### src/rtl/dmem_port_arbiter_if.sv
// Bus bundle between the two DMem requesters, the arbiter and the DMem itself.
// The slave modport is the arbiter's view; the master modport is the view of
// whatever drives requests and returns memory read data.
interface dmem_port_arbiter_if #(
    parameter int ADDR_W = 16,
    parameter int DATA_W = 32
);
    logic              req0;
    logic              req1;
    logic              we0;
    logic              we1;
    logic [ADDR_W-1:0] addr0;
    logic [ADDR_W-1:0] addr1;
    logic [DATA_W-1:0] wdata0;
    logic [DATA_W-1:0] wdata1;
    logic              ack0;
    logic              ack1;
    logic [DATA_W-1:0] rdata0;
    logic [DATA_W-1:0] rdata1;
    logic [ADDR_W-1:0] mem_addr;
    logic [DATA_W-1:0] mem_wdata;
    logic              mem_we;
    logic [DATA_W-1:0] mem_rdata;
    logic              busy;
    logic              owner;

    modport slave (
        input  req0, req1, we0, we1, addr0, addr1, wdata0, wdata1, mem_rdata,
        output ack0, ack1, rdata0, rdata1, mem_addr, mem_wdata, mem_we, busy, owner
    );

    modport master (
        output req0, req1, we0, we1, addr0, addr1, wdata0, wdata1, mem_rdata,
        input  ack0, ack1, rdata0, rdata1, mem_addr, mem_wdata, mem_we, busy, owner
    );
endinterface

### src/rtl/dmem_port_arbiter.sv
// Round-robin arbiter sharing the single-port DMem between the CPU load/store
// path (port 0) and the loader/DMA path (port 1). Each transaction takes one
// IDLE sample cycle, one ACCESS cycle on the memory and one DONE cycle that
// pulses the owner's ack. The arbiter is the sole driver of the DMem bus.
module dmem_port_arbiter #(
    parameter int ADDR_W = 16,
    parameter int DATA_W = 32
) (
    input  logic               clk,
    input  logic               rst,
    dmem_port_arbiter_if.slave bus
);

    typedef enum logic [1:0] {
        ST_IDLE   = 2'd0,
        ST_ACCESS = 2'd1,
        ST_DONE   = 2'd2
    } state_t;

    state_t            r_state;
    state_t            w_nextState;
    logic              r_owner;
    logic              r_rrPtr;
    logic              r_memWe;
    logic [ADDR_W-1:0] r_memAddr;
    logic [DATA_W-1:0] r_memWdata;
    logic [DATA_W-1:0] r_rdata0;
    logic [DATA_W-1:0] r_rdata1;
    logic              w_anyReq;
    logic              w_winner;
    logic              w_start;
    logic              w_ack0;
    logic              w_ack1;
    logic              w_busy;

    assign w_anyReq = bus.req0 | bus.req1;
    assign w_start  = (r_state == ST_IDLE) && w_anyReq;

    // Winner selection: a lone requester wins outright, a tie goes to the round-robin pointer
    always_comb begin
        w_winner = r_rrPtr;
        if (bus.req0 && !bus.req1) begin
            w_winner = 1'b0;
        end else if (!bus.req0 && bus.req1) begin
            w_winner = 1'b1;
        end
    end

    // Next-state and handshake output decode for the IDLE -> ACCESS -> DONE cycle
    always_comb begin
        w_nextState = r_state;
        w_ack0      = 1'b0;
        w_ack1      = 1'b0;
        w_busy      = 1'b0;
        case (r_state)
            ST_IDLE: begin
                if (w_anyReq) begin
                    w_nextState = ST_ACCESS;
                end
            end
            ST_ACCESS: begin
                w_busy      = 1'b1;
                w_nextState = ST_DONE;
            end
            ST_DONE: begin
                w_busy      = 1'b1;
                w_ack0      = ~r_owner;
                w_ack1      = r_owner;
                w_nextState = ST_IDLE;
            end
            default: begin
                w_nextState = ST_IDLE;
            end
        endcase
    end

    // State register
    always_ff @(posedge clk) begin
        if (rst) begin
            r_state <= ST_IDLE;
        end else begin
            r_state <= w_nextState;
        end
    end

    // Grant bookkeeping: owner latched at the IDLE sample, pointer moves past the owner on completion
    always_ff @(posedge clk) begin
        if (rst) begin
            r_owner <= 1'b0;
            r_rrPtr <= 1'b0;
        end else begin
            if (w_start) begin
                r_owner <= w_winner;
            end
            if (r_state == ST_DONE) begin
                r_rrPtr <= ~r_owner;
            end
        end
    end

    // Memory bus: the winner's request is captured on entry to ACCESS so a requester that
    // drops req mid-transaction cannot disturb it; the write strobe lives for ACCESS only
    always_ff @(posedge clk) begin
        if (rst) begin
            r_memAddr  <= '0;
            r_memWdata <= '0;
            r_memWe    <= 1'b0;
        end else if (w_start) begin
            r_memAddr  <= w_winner ? bus.addr1  : bus.addr0;
            r_memWdata <= w_winner ? bus.wdata1 : bus.wdata0;
            r_memWe    <= w_winner ? bus.we1    : bus.we0;
        end else begin
            r_memWe    <= 1'b0;
        end
    end

    // Read return: capture DMem data into the owner's holding register at the close of a read ACCESS
    always_ff @(posedge clk) begin
        if (rst) begin
            r_rdata0 <= '0;
            r_rdata1 <= '0;
        end else if ((r_state == ST_ACCESS) && !r_memWe) begin
            if (r_owner) begin
                r_rdata1 <= bus.mem_rdata;
            end else begin
                r_rdata0 <= bus.mem_rdata;
            end
        end
    end

    // Reset gates the strobe so a write caught in ACCESS never reaches DMem on the reset edge
    assign bus.mem_we    = r_memWe & ~rst;
    assign bus.mem_addr  = r_memAddr;
    assign bus.mem_wdata = r_memWdata;
    assign bus.ack0      = w_ack0;
    assign bus.ack1      = w_ack1;
    assign bus.rdata0    = r_rdata0;
    assign bus.rdata1    = r_rdata1;
    assign bus.busy      = w_busy;
    assign bus.owner     = r_owner;

endmodule
### src/flat_wrapper.sv
// flat-port wrapper written by rule: the top's interface ports become plain ports
module dmem_port_arbiter_flat 
#(
    parameter int ADDR_W = 16,
    parameter int DATA_W = 32
)
  (clk, rst, bus_req0, bus_req1, bus_we0, bus_we1, bus_addr0, bus_addr1, bus_wdata0, bus_wdata1, bus_mem_rdata, bus_ack0, bus_ack1, bus_rdata0, bus_rdata1, bus_mem_addr, bus_mem_wdata, bus_mem_we, bus_busy, bus_owner);
  dmem_port_arbiter_if #(.ADDR_W(ADDR_W), .DATA_W(DATA_W)) bus_i ();
  input  logic clk;
  input  logic rst;
  input wire logic [$bits(bus_i.req0)-1:0] bus_req0;
  input wire logic [$bits(bus_i.req1)-1:0] bus_req1;
  input wire logic [$bits(bus_i.we0)-1:0] bus_we0;
  input wire logic [$bits(bus_i.we1)-1:0] bus_we1;
  input wire logic [$bits(bus_i.addr0)-1:0] bus_addr0;
  input wire logic [$bits(bus_i.addr1)-1:0] bus_addr1;
  input wire logic [$bits(bus_i.wdata0)-1:0] bus_wdata0;
  input wire logic [$bits(bus_i.wdata1)-1:0] bus_wdata1;
  input wire logic [$bits(bus_i.mem_rdata)-1:0] bus_mem_rdata;
  output wire logic [$bits(bus_i.ack0)-1:0] bus_ack0;
  output wire logic [$bits(bus_i.ack1)-1:0] bus_ack1;
  output wire logic [$bits(bus_i.rdata0)-1:0] bus_rdata0;
  output wire logic [$bits(bus_i.rdata1)-1:0] bus_rdata1;
  output wire logic [$bits(bus_i.mem_addr)-1:0] bus_mem_addr;
  output wire logic [$bits(bus_i.mem_wdata)-1:0] bus_mem_wdata;
  output wire logic [$bits(bus_i.mem_we)-1:0] bus_mem_we;
  output wire logic [$bits(bus_i.busy)-1:0] bus_busy;
  output wire logic [$bits(bus_i.owner)-1:0] bus_owner;
  assign bus_i.req0 = bus_req0;
  assign bus_i.req1 = bus_req1;
  assign bus_i.we0 = bus_we0;
  assign bus_i.we1 = bus_we1;
  assign bus_i.addr0 = bus_addr0;
  assign bus_i.addr1 = bus_addr1;
  assign bus_i.wdata0 = bus_wdata0;
  assign bus_i.wdata1 = bus_wdata1;
  assign bus_i.mem_rdata = bus_mem_rdata;
  assign bus_ack0 = bus_i.ack0;
  assign bus_ack1 = bus_i.ack1;
  assign bus_rdata0 = bus_i.rdata0;
  assign bus_rdata1 = bus_i.rdata1;
  assign bus_mem_addr = bus_i.mem_addr;
  assign bus_mem_wdata = bus_i.mem_wdata;
  assign bus_mem_we = bus_i.mem_we;
  assign bus_busy = bus_i.busy;
  assign bus_owner = bus_i.owner;
  dmem_port_arbiter #(.ADDR_W(ADDR_W), .DATA_W(DATA_W)) u_core (.clk(clk), .rst(rst), .bus(bus_i));
endmodule
### config.mk
export PLATFORM = sky130hd
export DESIGN_NAME = dmem_port_arbiter_flat
export DESIGN_NICKNAME = d
export VERILOG_FILES = /design/src/rtl/dmem_port_arbiter_if.sv /design/src/rtl/dmem_port_arbiter.sv /design/src/flat_wrapper.sv
export SDC_FILE = /design/constraint.sdc
export NUM_CORES = 1
export LEC_CHECK = 0
export BUFFER_PORTS_ARGS = -buffer_cell sky130_fd_sc_hd__buf_2
export CORE_ASPECT_RATIO = 1.4
export CORE_MARGIN = 2
export CORE_UTILIZATION = 46
export CTS_BUF_LIST = sky130_fd_sc_hd__clkbuf_8
export CTS_CLUSTER_DIAMETER = 30
export DETAILED_ROUTE_END_ITERATION = 10
export GPL_ROUTABILITY_DRIVEN = 0
export PLACE_DENSITY = 0.81
export SLEW_MARGIN = 0
export SYNTH_ARGS = -nofsm -noshare
export SYNTH_HDL_FRONTEND = slang
export SYNTH_SLANG_ARGS = --single-unit
export TNS_END_PERCENT = 50
### constraint.sdc
create_clock -name clk -period 1.7 [get_ports clk]
set_clock_uncertainty 0.1 [all_clocks]
set_input_delay 0.17 -clock clk [delete_from_list [all_inputs] [get_ports clk]]
set_output_delay 0.17 -clock clk [all_outputs]
set_load 0.05 [all_outputs]
### Word level (Yosys, flattened, before mapping)

Cells that the tools add are included.

* output and inout bits: 117
* flip-flop bits (word level): 117

* reductions and logical operators: 12
* bitwise logic cells: 5
* eq/ne operators: 3
* multiplexer cells: 10

Operators by type and width (number)
* 32-bit two-way mux: 1
* 16-bit two-way mux: 1
* 1-bit two-way mux: 6
* 1-bit logical AND: 4
* 2-bit one-hot mux with 2 select lines: 1
* 2-bit AND reduction: 2
* 2-bit OR reduction: 2
* 1-bit logical NOT: 3
* 1-bit inverter: 3
* 2-bit by 1-bit == test with 1-bit output (second input constant): 1
* 2-bit == test (second input constant): 1
* 2-bit logical NOT: 1
* 2-bit two-way mux: 1
* 2-bit by 1-bit inequality test with 1-bit output (second input constant): 1
* 1-bit AND: 1
* 1-bit OR: 1

### Logic depth before layout (Yosys ltp)

* depth after elaboration: 5
* depth in mapped cells: 7
* depth with buffers taken out: 5

### Worst setup path before layout

Ideal clock, no wire load.

* path type: reg-to-reg
* from: register u_core.r_owner, in the netlist u_core.bus.owner
* to: register u_core.r_rrPtr
* setup time: 60 ps
* data required time: 1540 ps
* cell stages (with the launch flop): 3
* data arrival time: 1567 ps
* path slack: -27 ps
* cells stage by stage: dfxtp_1 nor2b_1 o21ba_2

* longest elaborated chain between the ends: 1

Ends and longest elaborated chain
* from (decl): line dmem_port_arbiter.sv:22 `logic r_owner;`
* from (signal assigned): line dmem_port_arbiter.sv:93 `r_owner <= w_winner;`
* 1-bit inverter (no source line)
* to (signal assigned): line dmem_port_arbiter.sv:96 `r_rrPtr <= ~r_owner;`
* to (decl): line dmem_port_arbiter.sv:23 `logic r_rrPtr;`

Every way passes these cells.
A chain may end at the register's enable or synchronous reset.

### Worst setup path in the final report

* from: register u_core.r_state[1]
* to: register u_core.r_memWdata[23], in the netlist u_core.bus.mem_wdata[23]

* longest elaborated chain between the ends: 2

Ends and longest elaborated chain
* from (decl): line dmem_port_arbiter.sv:20 `state_t r_state;`
* from (signal assigned): line dmem_port_arbiter.sv:82 `r_state <= w_nextState;`
* 2-bit logical NOT: line dmem_port_arbiter.sv:37 `assign w_start = (r_state == ST_IDLE) && w_anyReq;`
* 1-bit logical AND: line dmem_port_arbiter.sv:37
* to (signal assigned): line dmem_port_arbiter.sv:110 `r_memWdata <= w_winner ? bus.wdata1 : bus.wdata0;`
* to (decl): line dmem_port_arbiter.sv:26 `logic [DATA_W-1:0] r_memWdata;`

Every way passes these cells.

==> results.yml <==
global_route:
  grt_overflow: 0
  grt_use_total_pct: 34.9
  grt_pass1_vias: 5992
  grt_pass1_wl_um: 29100
  grt_start_max_net_pins: 52
  antenna_found_initial: 1
drt:
  vias: 5994
  wl_per_cell_um: 18.0
  routed_via_density: 5.50
  drtAntennaViolNets: 0
  drtIter0Drc: 550
  drt-total-wl_um: 19600
  first_pass_iters: 7
  drc: 0
sta:
  post-route-period-util_pct: 105
  relSlewSlack_pct: 73.5
  fmax_mhz: 562
  setup-violations-final: 1
  hold_violations: 0
  tightestPinTransition_ns: 0.395
  final_max_slew_viol_count: 0
  setup_ws_ns: -0.0803
  min_period_ns: 1.78
synthesis:
  synth_top_area_share_pct: 51.2
  seq_area_frac_synth_pct: 51.2
  synthCells: 581
  synth_area_mm2: 0.00458
  yosysUniqueCellTypes: 27
  yosys_warnings: 0
  syn_area_per_cell_um2: 7.88
  synth_nets: 719
  synthTopCellsByArea: "dfxtp_1 (51%), nand2_1 (15%), a21oi_1 (13%), a211oi_1 (6.7%), nor2_1 (4.0%)"
  synth_top_area_cell: "dfxtp_1"
  ys_ff_latch: 117
pwr:
  p_int_uw: 5500
  share_comb_of_total_power_pct: 30.2
  powerDensity_mw_per_mm2: 1080
  power.switching_uw: 2950
  p_leak_uw: 0.00364
  totalPowerFinal_uw: 8450
  power_frac_seq_pct: 37.0
  switching_share_pct: 34.9
  peakVddDrop_mv: 0.830
  clkPwrFrac_pct: 32.8
floorplanning:
  rows: 43
  fp.dieW_um: 88.3
  die_h_um: 122
  start_util_pct: 46.7
  fp.dieArea_mm2: 0.0108
  fp.coreArea_mm2: 0.00979
  io_pins: 251
critical_path:
  end_kind: "flop"
  crit_type: "reg2reg"
  rrSetupSlack_ns: -0.08
  required_ns: 1.90
  critical_path_arrival_ns: 1.98
  critPathLaunchType: "flop"
  crit_fanout: 17
clock_tree:
  cts_tree: "yes"
  cts_num_sinks: 117
  clk_pin_slew_ns: 0.07
  root_buffer: "clkbuf_8"
  clock_path_buffers: 2
  numCtsBuffers: 17
  htreeDepth: 4
  clock_latency_ns: 0.43
cells_and_area:
  post-route-util_pct: 79.8
  layout_common_cells: "buf_2 (246), nand2_1 (180), dlygate4sd3_1 (122)"
  drive_gt1_share_pct: 33.0
  final_common_cell: "buf_2"
  synthToLayoutAreaGrowth_pct: 70.7
  nets: 1077
  stdcell_count: 1089
placement:
  hpwl_um: 9750
  dp.cells: 932
  port_buffers: 250
flow_run:
  drv_cap: 0
outcome:
  status: "complete, but fails checks"
  violations: "setup timing"
worst_hold_path:
  hp-class: "in2reg"
-- power by group through the flow --
| stage | clock [uW] | sequential (uW) | combinational (uW) |
|---|---|---|---|
| detailed placement | 0 | 3160 | 2140 |
| floorplan | 0 | 3930 | 709 |
| global placement | 0 | 3150 | 2090 |
| CTS | 2790 | 3100 | 2370 |
| global route | 2920 | 3140 | 2670 |
| finish | 2770 | 3130 | 2550 |
-- cell usage after synthesis --
| master | number |
|---|---|
| nand2_1 | 180 |
| buf_6 | 1 |
| nor3b_1 | 1 |
| o21ba_2 | 1 |
| nand2b_1 | 2 |
| nor2_1 | 49 |
| a211oi_2 | 7 |
| a21oi_1 | 115 |
| a211oi_1 | 41 |
| and3b_1 | 1 |
| ha_1 | 4 |
| o21ai_1 | 1 |
| nand3b_1 | 1 |
| a21oi_2 | 1 |
| and2_1 | 1 |
| dfxtp_1 | 117 |
| nor2b_1 | 5 |
| inv_1 | 2 |
| mux2i_1 | 1 |
| buf_4 | 4 |
| buf_1 | 1 |
| clkbuf_1 | 30 |
| buf_2 | 11 |
| a21o_1 | 1 |
| nand3_1 | 1 |
| or3b_1 | 1 |
| nor3_1 | 1 |
-- stage by stage --
stage / setup WS, ns / hold WS, ns / TNS [ns] / area, um^2
after floorplan: -0.0126 / 0.206 / -0.343 / 4580
after global placement: 0.145 / 0.317 / 0 / 6060
after detailed placement: 0.0325 / 0.325 / 0 / 6060
after CTS: -0.0195 / 0.00389 / -0.0361 / 7740
after global routing: -0.146 / 0.0182 / -0.161 / 7810
final: -0.0803 / 0.0173 / -0.0803 / 7820
-- sequential cells by signal, indices dropped and copies added (netlist names) --
| signal | count |
|---|---|
| u_core.bus.mem_addr | 16 |
| u_core.r_memWe | 1 |
| u_core.r_state | 2 |
| u_core.bus.rdata1 | 32 |
| u_core.bus.rdata0 | 32 |
| u_core.bus.mem_wdata | 32 |
| u_core.r_rrPtr | 1 |
| u_core.bus.owner | 1 |
-- worst paths after layout --
check / endpoint / from / cells past startpoint
hold reg to reg: u_core.bus.rdata1[26] / u_core.bus.rdata1[26] / 2
setup / recovery: u_core.bus.mem_wdata[23] / u_core.r_state[1] / 6
setup reg to reg: u_core.bus.mem_wdata[23] / u_core.r_state[1] / 6
hold / removal: u_core.bus.mem_addr[7] / bus_addr1[7] / 3
-- routing by layer --
layer	GRT usage, %	share of wire (%)
met1	37.9	34
met2	57.4	49
met3	10.6	11
met4	23.6	6.2
met5	0	0
-- kinds of logic after synthesis --
| kind of cell | count (synthesis) | synth area share [%] |
|---|---|---|
| simple gates | 243 | 20.8 |
| compound gates | 167 | 21.9 |
| flops | 117 | 51.2 |
| buf+inv | 49 | 4.81 |
| fa+ha+maj | 4 | 1.09 |
| mux | 1 | 0.219 |
-- cell type report --
cell class                 instances  area (um^2)
fill                             604         1980
multi-input combinational        415         2080
sequential                       117         2340
clock buffer                      23          317
inverter                           2         10.0
antenna                            2         5.00
timing repair buffer             386         2770
tap                              135          169
clock inverter                     9          124
-- repair_timing --
action	in CTS	in global routing
hold endpoints to repair	113	0
endpoints found under the setup margin	3	53
gates resized for setup	10	10
buffers inserted	0	0
pin swaps	0	0
gates cloned	0	1
hold buffers	122	0
-- critical path: stages (launching register included) --
cell      delay [ns]
dfxtp_2         0.35
inv_2           0.10
ha_4            0.17
nor2b_4         0.28
buf_12          0.20
nor2_1          0.06
a211oi_1        0.37
Note: power is estimated with default switching activity, not from simulation.
